[src/rtl/stream_add_hash_if.sv]
// Beat-in / hash-out stream bundle for stream_add_hash.
// A transfer happens on a rising edge where valid && ready; valid must not depend on ready.
interface stream_add_hash_if #(
  parameter int DATA_W = 512,
  parameter int HASH_W = 8,
  parameter int CNT_W  = 16
);
  logic              in_valid;
  logic              in_ready;
  logic [DATA_W-1:0] in_data;
  logic              in_last;
  logic              mode;
  logic              out_valid;
  logic              out_ready;
  logic [HASH_W-1:0] out_hash;
  logic [CNT_W-1:0]  out_count;

  modport master (
    output in_valid, in_data, in_last, mode, out_ready,
    input  in_ready, out_valid, out_hash, out_count
  );

  modport slave (
    input  in_valid, in_data, in_last, mode, out_ready,
    output in_ready, out_valid, out_hash, out_count
  );
endinterface

[src/rtl/stream_add_hash.sv]
// Streaming lane-fold hash: folds DATA_W-bit beats into HASH_W-bit lanes (add or xor)
// and holds the final hash plus saturating beat count until the consumer takes it.
module stream_add_hash #(
  parameter int              DATA_W = 512,
  parameter int              HASH_W = 8,
  parameter int              CNT_W  = 16,
  parameter logic [HASH_W-1:0] SEED = '0
) (
  input  logic                 clk,
  input  logic                 rst_n,
  stream_add_hash_if.slave     bus,
  output logic [1:0]           state_dbg
);

  localparam int LANES = DATA_W / HASH_W;

  if (DATA_W % HASH_W != 0) begin : g_width_check
    $error("stream_add_hash: DATA_W must be a multiple of HASH_W");
  end

  typedef enum logic [1:0] {
    IDLE  = 2'd0,
    ACCUM = 2'd1,
    HOLD  = 2'd2
  } state_t;

  state_t            state;
  logic [HASH_W-1:0] acc;
  logic [CNT_W-1:0]  count;
  logic              mode_q;

  logic [HASH_W-1:0] fold_add;
  logic [HASH_W-1:0] fold_xor;
  logic [HASH_W-1:0] acc_base;
  logic [HASH_W-1:0] acc_next;
  logic [CNT_W-1:0]  count_next;
  logic              op_xor;
  logic              accept;

  assign state_dbg    = state;
  assign bus.in_ready = rst_n && (state != HOLD);
  assign accept       = bus.in_valid && bus.in_ready;

  // Lane reduction; each lane add wraps at HASH_W so no carry escapes a lane.
  always_comb begin
    fold_add = '0;
    fold_xor = '0;
    for (int k = 0; k < LANES; k++) begin
      fold_add = fold_add + bus.in_data[HASH_W*k +: HASH_W];
      fold_xor = fold_xor ^ bus.in_data[HASH_W*k +: HASH_W];
    end
  end

  // The first beat of a message starts from SEED and uses the live mode input.
  always_comb begin
    op_xor     = (state == IDLE) ? bus.mode : mode_q;
    acc_base   = (state == IDLE) ? SEED : acc;
    acc_next   = op_xor ? (acc_base ^ fold_xor) : (acc_base + fold_add);
    count_next = count;
    if (state == IDLE) begin
      count_next = CNT_W'(1);
    end else if (count != {CNT_W{1'b1}}) begin
      count_next = count + CNT_W'(1);
    end
  end

  always_ff @(posedge clk or negedge rst_n) begin
    if (!rst_n) begin
      state         <= IDLE;
      acc           <= SEED;
      count         <= '0;
      mode_q        <= 1'b0;
      bus.out_valid <= 1'b0;
      bus.out_hash  <= '0;
      bus.out_count <= '0;
    end else begin
      case (state)
        IDLE, ACCUM: begin
          if (accept) begin
            if (state == IDLE) begin
              mode_q <= bus.mode;
            end
            acc   <= acc_next;
            count <= count_next;
            if (bus.in_last) begin
              state         <= HOLD;
              bus.out_valid <= 1'b1;
              bus.out_hash  <= acc_next;
              bus.out_count <= count_next;
            end else begin
              state <= ACCUM;
            end
          end
        end
        HOLD: begin
          if (bus.out_valid && bus.out_ready) begin
            bus.out_valid <= 1'b0;
            state         <= IDLE;
            acc           <= SEED;
            count         <= '0;
          end
        end
        default: begin
          state <= IDLE;
        end
      endcase
    end
  end

endmodule
[src/flat_wrapper.sv]
// flat-port wrapper written by rule: the top's interface ports become plain ports
module stream_add_hash_flat 
#(
  parameter int              DATA_W = 512,
  parameter int              HASH_W = 8,
  parameter int              CNT_W  = 16,
  parameter logic [HASH_W-1:0] SEED = '0
)
  (clk, rst_n, state_dbg, bus_in_valid, bus_in_data, bus_in_last, bus_mode, bus_out_ready, bus_in_ready, bus_out_valid, bus_out_hash, bus_out_count);
  stream_add_hash_if #(.DATA_W(DATA_W), .HASH_W(HASH_W), .CNT_W(CNT_W)) bus_i ();
  input  logic clk;
  input  logic rst_n;
  output logic [1:0] state_dbg;
  input wire logic [$bits(bus_i.in_valid)-1:0] bus_in_valid;
  input wire logic [$bits(bus_i.in_data)-1:0] bus_in_data;
  input wire logic [$bits(bus_i.in_last)-1:0] bus_in_last;
  input wire logic [$bits(bus_i.mode)-1:0] bus_mode;
  input wire logic [$bits(bus_i.out_ready)-1:0] bus_out_ready;
  output wire logic [$bits(bus_i.in_ready)-1:0] bus_in_ready;
  output wire logic [$bits(bus_i.out_valid)-1:0] bus_out_valid;
  output wire logic [$bits(bus_i.out_hash)-1:0] bus_out_hash;
  output wire logic [$bits(bus_i.out_count)-1:0] bus_out_count;
  assign bus_i.in_valid = bus_in_valid;
  assign bus_i.in_data = bus_in_data;
  assign bus_i.in_last = bus_in_last;
  assign bus_i.mode = bus_mode;
  assign bus_i.out_ready = bus_out_ready;
  assign bus_in_ready = bus_i.in_ready;
  assign bus_out_valid = bus_i.out_valid;
  assign bus_out_hash = bus_i.out_hash;
  assign bus_out_count = bus_i.out_count;
  stream_add_hash #(.DATA_W(DATA_W), .HASH_W(HASH_W), .CNT_W(CNT_W), .SEED(SEED)) u_core (.clk(clk), .rst_n(rst_n), .bus(bus_i), .state_dbg(state_dbg));
endmodule
[config.mk]
export PLATFORM = sky130hd
export DESIGN_NAME = stream_add_hash_flat
export DESIGN_NICKNAME = d
export VERILOG_FILES = /design/src/rtl/stream_add_hash_if.sv /design/src/rtl/stream_add_hash.sv /design/src/flat_wrapper.sv
export SDC_FILE = /design/constraint.sdc
export NUM_CORES = 1
export LEC_CHECK = 0
export ABC_AREA = 1
export CAP_MARGIN = 40
export CORE_AREA = 2 2 212 214
export DETAILED_ROUTE_END_ITERATION = 6
export DIE_AREA = 0 0 214 216
export HOLD_SLACK_MARGIN = 0.1
export PLACE_DENSITY = 0.76
export SLEW_MARGIN = 20
export SYNTH_ARGS = -nofsm -noshare
export SYNTH_HDL_FRONTEND = slang
export SYNTH_SLANG_ARGS = --single-unit
[constraint.sdc]
create_clock -name clk -period 6.15 [get_ports clk]
set_input_delay 0.615 -clock clk [delete_from_list [all_inputs] [get_ports clk]]
set_output_delay 0.615 -clock clk [all_outputs]
set_load 0.01 [all_outputs]
After elaboration in Yosys (flattened, before gate mapping)
Index checks and enable logic that the tools add are counted.

cells by class
  $add $sub $neg = 65
  multipliers = 0
  divide/modulo/power cells = 0
  $lt $le $gt $ge = 0
  eq/ne operators = 7
  shift-type cells = 0
  multiplexer cells = 19
  bitwise logic cells = 64
  reductions and logical operators = 11

operators by type and width
  kind                                                                      number
  8-bit adder                                                               64
  8-bit bitwise XOR                                                         64
  16-bit 2-to-1 mux                                                         4
  8-bit 2-to-1 mux                                                          4
  16-bit case mux with 2 select lines                                       1
  16-bit by 1-bit adder with 16-bit output (second input constant)          1
  16-bit inequality test (second input constant)                            1
  8-bit case mux with 2 select lines                                        1
  2-bit 2-to-1 mux                                                          3
  3-bit AND reduction                                                       2
  1-bit 2-to-1 mux                                                          4
  2-bit by 1-bit inequality test with 1-bit output (second input constant)  2
  2-bit inequality test (second input constant)                             2
  2-bit case mux with 2 select lines                                        1
  2-bit AND reduction                                                       2
  4-bit AND reduction                                                       1
  1-bit logical AND                                                         3
  2-bit by 1-bit equality test with 1-bit output (second input constant)    1
  2-bit equality test (second input constant)                               1
  2-bit logical NOT                                                         1
  1-bit case mux with 2 select lines                                        1
  2-bit nonzero test                                                        1
  2-bit OR reduction                                                        1

word-level totals
  register bits = 52
  bits in latches = 0
  bits in writable memories = 0
  bits in read-only memories = 0
  input port bits = 518
  output and inout bits = 28
  word-level logic and storage cells = 173
  memories kept = 0

Depth between registers and ports, before layout
  word-level depth = 67
  depth in mapped cells = 39
  depth with buffers taken out = 39

Least setup slack after synthesis
Ideal clock, no wire load.

  path type = in2reg
  start = in bus_in_data[412]
  end = reg u_core.bus.out_hash[7]
  setup time = 118 ps
  arrival = 7398 ps
  required time = 6032 ps
  path slack = -1366 ps
  stages = 37
  buffers on the path = 0
  path through = inv_1 -> fa_1 -> inv_1 -> fa_1 -> inv_1 -> fa_1 -> inv_1 -> fa_1 -> fa_1 -> inv_1 -> fa_1 -> fa_1 -> fa_1 -> inv_1 -> fa_1 -> inv_1 -> fa_1 -> inv_1 -> ha_1 -> nand3_1 -> nand2_1 -> nand2_1 -> nand2_1 -> a21oi_1 -> or2_2 -> nand2_1 -> inv_1 -> nand2_1 -> nand2_1 -> inv_1 -> nand3_1 -> nand2_1 -> nand2_1 -> nand3_1 -> nand2_1 -> nand2_1 -> nand2_1

on the way
  word-level cells in the longest chain between the ends = 15

RTL lines
  element                     RTL line                  text
  start: declaration          flat_wrapper.sv:15        input wire logic [$bits(bus_i.in_data)-1:0] bus_in_data;
  8-bit adder (13 in series)  stream_add_hash.sv:49     fold_add = fold_add + bus.in_data[HASH_W*k +: HASH_W];
  8-bit adder                 stream_add_hash.sv:58     acc_next = op_xor ? (acc_base ^ fold_xor) : (acc_base + fold_add);
  8-bit 2-to-1 mux            stream_add_hash.sv:58
  end signal: assignment      stream_add_hash.sv:88     bus.out_hash <= acc_next;
  end: declaration            stream_add_hash_if.sv:25  output in_ready, out_valid, out_hash, out_count

No other way between the ends.
A chain may end at the register's enable or synchronous reset.

Final worst setup path
  start = in bus_in_data[275]
  end = reg u_core.bus.out_hash[7]

on the way
  word-level cells in the longest chain between the ends = 32

RTL lines
  element                     RTL line
  8-bit adder (30 in series)  stream_add_hash.sv:49
  8-bit adder                 stream_add_hash.sv:58
  8-bit 2-to-1 mux            stream_add_hash.sv:58

No other way between the ends.

==> impl_results.md <==
- Met2 Use GR: 62.6%
- Final worst path period share: 124%
- Total core area: 0.0438 mm²
- Non-Filler Cell Area, Final: 0.0289 mm²
- Count of cell instances traversed by the critical path: 36
- Total global routing overflow: 0
- CP Capture Type: register
- Reg2Reg Depth: 31
- Sink count of the clock tree: 52
- Number of unique standard cell types used by synthesis: 36
- Data required time at the worst endpoint: 6.34 ns
- RePlAce Congestion: 0.983
- Flip-flop and latch count after synthesis: 52
- Buffer levels on the longest clock path: 2
- Proportion of synthesized chip area in sequential cells: 6.61%
- Kind of critical path: in -> reg
- DRC violation count after routing: 0
- Die area: 0.0462 mm²
- Launching point of the worst reg2reg path: u_core.state_dbg[1]
- Reg clk slew, reported paths: 0.07 ns
- Fraction of final layout cells with drive strength greater than 1: 18.1%
- Final Core Density: 65.9%
- Clk_lat worst skew: 0.29 ns
- Max-slew headroom: 52.7%
- Iter 0 DRT Violations: 923
- Actual transition at the worst max-transition pin: 0.710 ns
- Die X: 214 µm
- Antenna violations before repair: 31
- CP max stage delay: 0.56 ns
- Pin count of the biggest net entering global routing: 54
- Violated checks: setup timing
- MaxCap Viol Count: 0
- Wire length of the first global-routing pass: 117 mm
- Summed instance area of the synthesized netlist: 0.0197 mm²
- Net total in the final layout: 4361
- Residual antenna-violating net count after detailed routing: 0
- Total of fill cells in the finished design: 3845
- Final clock skew: 0.00489 ns
- Routed length per placed instance: 18.8 µm
- Clock buffers created by TritonCTS: 5
- Fraction of met1 tracks used by global routing: 37.9%
- Worst R2R Setup Slack: 0.24 ns
- Combined buffer and inverter count along the critical path: 9
- Outcome: finished, violations left
- Crit-path slowest cell: sky130_fd_sc_hd__fa_2
- Y dimension of the die: 216 µm
- Global routing usage on met3: 5.07%
- Hold/Removal Path Class: in -> async
- CTS tree: built
- HPWL reported at the end of detailed placement: 70.4 mm
- Mean instance size in the synthesized netlist: 7.86 µm²
- Root buf cell: sky130_fd_sc_hd__clkbuf_16
- Synth Net Count: 3453
- Most utilized layer in the global route result: met2
- Count of pins on the block boundary: 546
- Quantity of I/O buffers inserted on ports: 545
- Data arrival at the endpoint of the critical path: 7.81 ns
- # setup viols final: 12
- Placed cell areas: 0.0286 mm²
- Synth warnings: 0
- DRT Pass-1 Iters: 6
- Pins over their slew limit: 0
- Number of instances in the synthesized netlist: 2507
- Final setup margin: -1.47 ns
- Maximum operating frequency: 0.131 GHz
- Worst reg2reg path endpoint: u_core.bus.out_hash[7]
- Via count of the first global-routing pass: 20831
- Most common cell type on the critical path: sky130_fd_sc_hd__nand2_1
- Highest net fanout along the worst path: 3
- Via count: 19003
- Termination of the worst setup path: u_core.bus.out_hash[7]
- Combined global-route utilization of all metal layers: 33.5%
- Number of H-tree levels: 2
- Final hold violation count: 0
- Total number of placement rows: 77
- Launching element type of the critical path: primary input
- Minimum period implied by the final worst setup slack: 7.62 ns
- Cell family contributing the most delay on the critical path: adder cells
- Vias per inst: 4.71
- Initial core utilization: 44.9%
- Total routed wirelength: 76.0 mm
- Setup repair after global routing missed its margin: yes
- Timing startpoint of the critical path: bus_in_data[275]
- Area added between synthesis and finish: 46.7%
-- state kept, by name (all words and copies together) (netlist names) --
register and cells:
u_core.bus.out_valid 1, u_core.count 16, u_core.state_dbg 2, u_core.bus.out_hash 8
u_core.mode_q 1, u_core.bus.out_count 16, u_core.acc 8
-- layout by cell type (no fill, tap or decap), drive strengths merged, types with 47 or more instances in the layout --
cell type / count
inv: 704
nand3: 145
dfrtp: 52
xor2: 163
xnor2: 225
nand2: 604
clkdlybuf4s50: 235
buf: 383
ha: 47
dlymetal6s2s: 62
fa: 381
dlygate4sd2: 180
-- metrics by stage --
stage                     hold WS [ns]  worst slack (ns)  instances  TNS, ns
after floorplan                  0.319             -1.16       2507    -8.52
after global placement           0.460             -2.15       3990   -20.85
after detailed placement         0.464             -2.16       3991   -20.79
after CTS                        0.475             -1.57       4006   -13.25
after global routing             0.509             -1.77       4021   -13.79
final                            0.448             -1.47       4031   -11.52
-- worst reg2reg max path: cells and delay by family, from the launching register on --
kind,cells,cell delay (ns)
adders and majority gates,7,3.38
buffers and inverters,6,0.32
DFF,1,0.44
and+or+nand+nor,17,1.58
AOI/OAI and AO/OA,1,0.06
-- per-layer routing --
| metal | vias up | routed length, µm |
|---|---|---|
| met5 | - | 96 |
| met4 | 16 | 3840 |
| met3 | 173 | 4380 |
| met2 | 716 | 39200 |
| met1 | 9069 | 28400 |
| li1 | 9029 | - |
-- repair_timing --
action,in CTS,in global routing
endpoints found under the hold margin,0,0
buffers inserted,9,4
cloned,0,0
pin swaps,114,72
hold buffers,0,0
endpoints found under the setup margin,14,14
resized for setup,446,163
-- synthesized netlist by cell type --
master,instances,area [µm²]
sky130_fd_sc_hd__nor4_1,2,12.5
sky130_fd_sc_hd__xnor2_1,225,1970
sky130_fd_sc_hd__o21ai_1,3,15.0
sky130_fd_sc_hd__nand4_1,8,50.1
sky130_fd_sc_hd__xnor3_1,4,90.1
sky130_fd_sc_hd__inv_1,696,2610
sky130_fd_sc_hd__o22ai_1,14,87.6
sky130_fd_sc_hd__nor2_1,35,131
sky130_fd_sc_hd__nand3b_1,29,218
sky130_fd_sc_hd__or2_0,2,12.5
sky130_fd_sc_hd__a21o_1,1,7.51
sky130_fd_sc_hd__nor2_4,2,22.5
sky130_fd_sc_hd__nand2_1,602,2260
sky130_fd_sc_hd__clkinv_1,1,3.75
sky130_fd_sc_hd__o21a_1,1,7.51
sky130_fd_sc_hd__fa_1,381,7630
sky130_fd_sc_hd__nor3_1,4,20.0
sky130_fd_sc_hd__ha_1,47,588
sky130_fd_sc_hd__xor2_1,163,1430
sky130_fd_sc_hd__nand3_2,1,10.0
sky130_fd_sc_hd__or2_2,19,119
sky130_fd_sc_hd__o21ai_0,34,170
sky130_fd_sc_hd__buf_2,2,10.0
sky130_fd_sc_hd__clkbuf_1,6,22.5
sky130_fd_sc_hd__nand3_1,144,721
sky130_fd_sc_hd__dfrtp_1,52,1300
sky130_fd_sc_hd__inv_2,8,30.0
sky130_fd_sc_hd__nand2b_1,1,6.26
sky130_fd_sc_hd__a21oi_1,6,30.0
sky130_fd_sc_hd__a211oi_1,1,7.51
sky130_fd_sc_hd__nand2_2,2,12.5
sky130_fd_sc_hd__buf_4,2,15.0
sky130_fd_sc_hd__o211ai_2,1,12.5
sky130_fd_sc_hd__or2_1,4,25.0
sky130_fd_sc_hd__nor4_4,1,21.3
sky130_fd_sc_hd__o211ai_1,3,22.5
-- kinds of logic after synthesis --
logic type	after synthesis	share of synthesized area (%)
xor gates and xnor gates	392	17.7
buffers and inverters	715	13.7
and+or+nand+nor	856	18.5
AOI/OAI and AO/OA	64	1.83
DFF	52	6.61
adders and majority gates	428	41.7
-- how the worst min path moves through the flow --
stage                              from                      to  slack (ns)  cells after the start
after floorplan                   rst_n           u_core.acc[0]        0.32                      0
after CTS                         rst_n           u_core.acc[0]        0.48                      2
after detailed placement  u_core.acc[2]           u_core.acc[2]        0.46                      2
after global placement    u_core.acc[2]           u_core.acc[2]        0.46                      2
after global routing              rst_n  u_core.bus.out_hash[2]        0.51                      2
final                             rst_n  u_core.bus.out_hash[2]        0.45                      2
-- area by class of cell --
class                           count  area (µm²)  share of cell area [%]
Antenna cell                       23        57.6                   0.199
Clock buffer                        6         129                   0.446
Clock inverter                      2        16.3                  0.0563
Inverter                          705        2650                    9.16
Multi-Input combinational cell   1740       16000                    55.5
Sequential cell                    52        1300                    4.50
Tap cell                          592         741                    2.56
Timing Repair Buffer              911        7980                    27.6
Power is not shown: default switching activity piles up to over one toggle a cycle in this logic, so the estimate is an artifact.
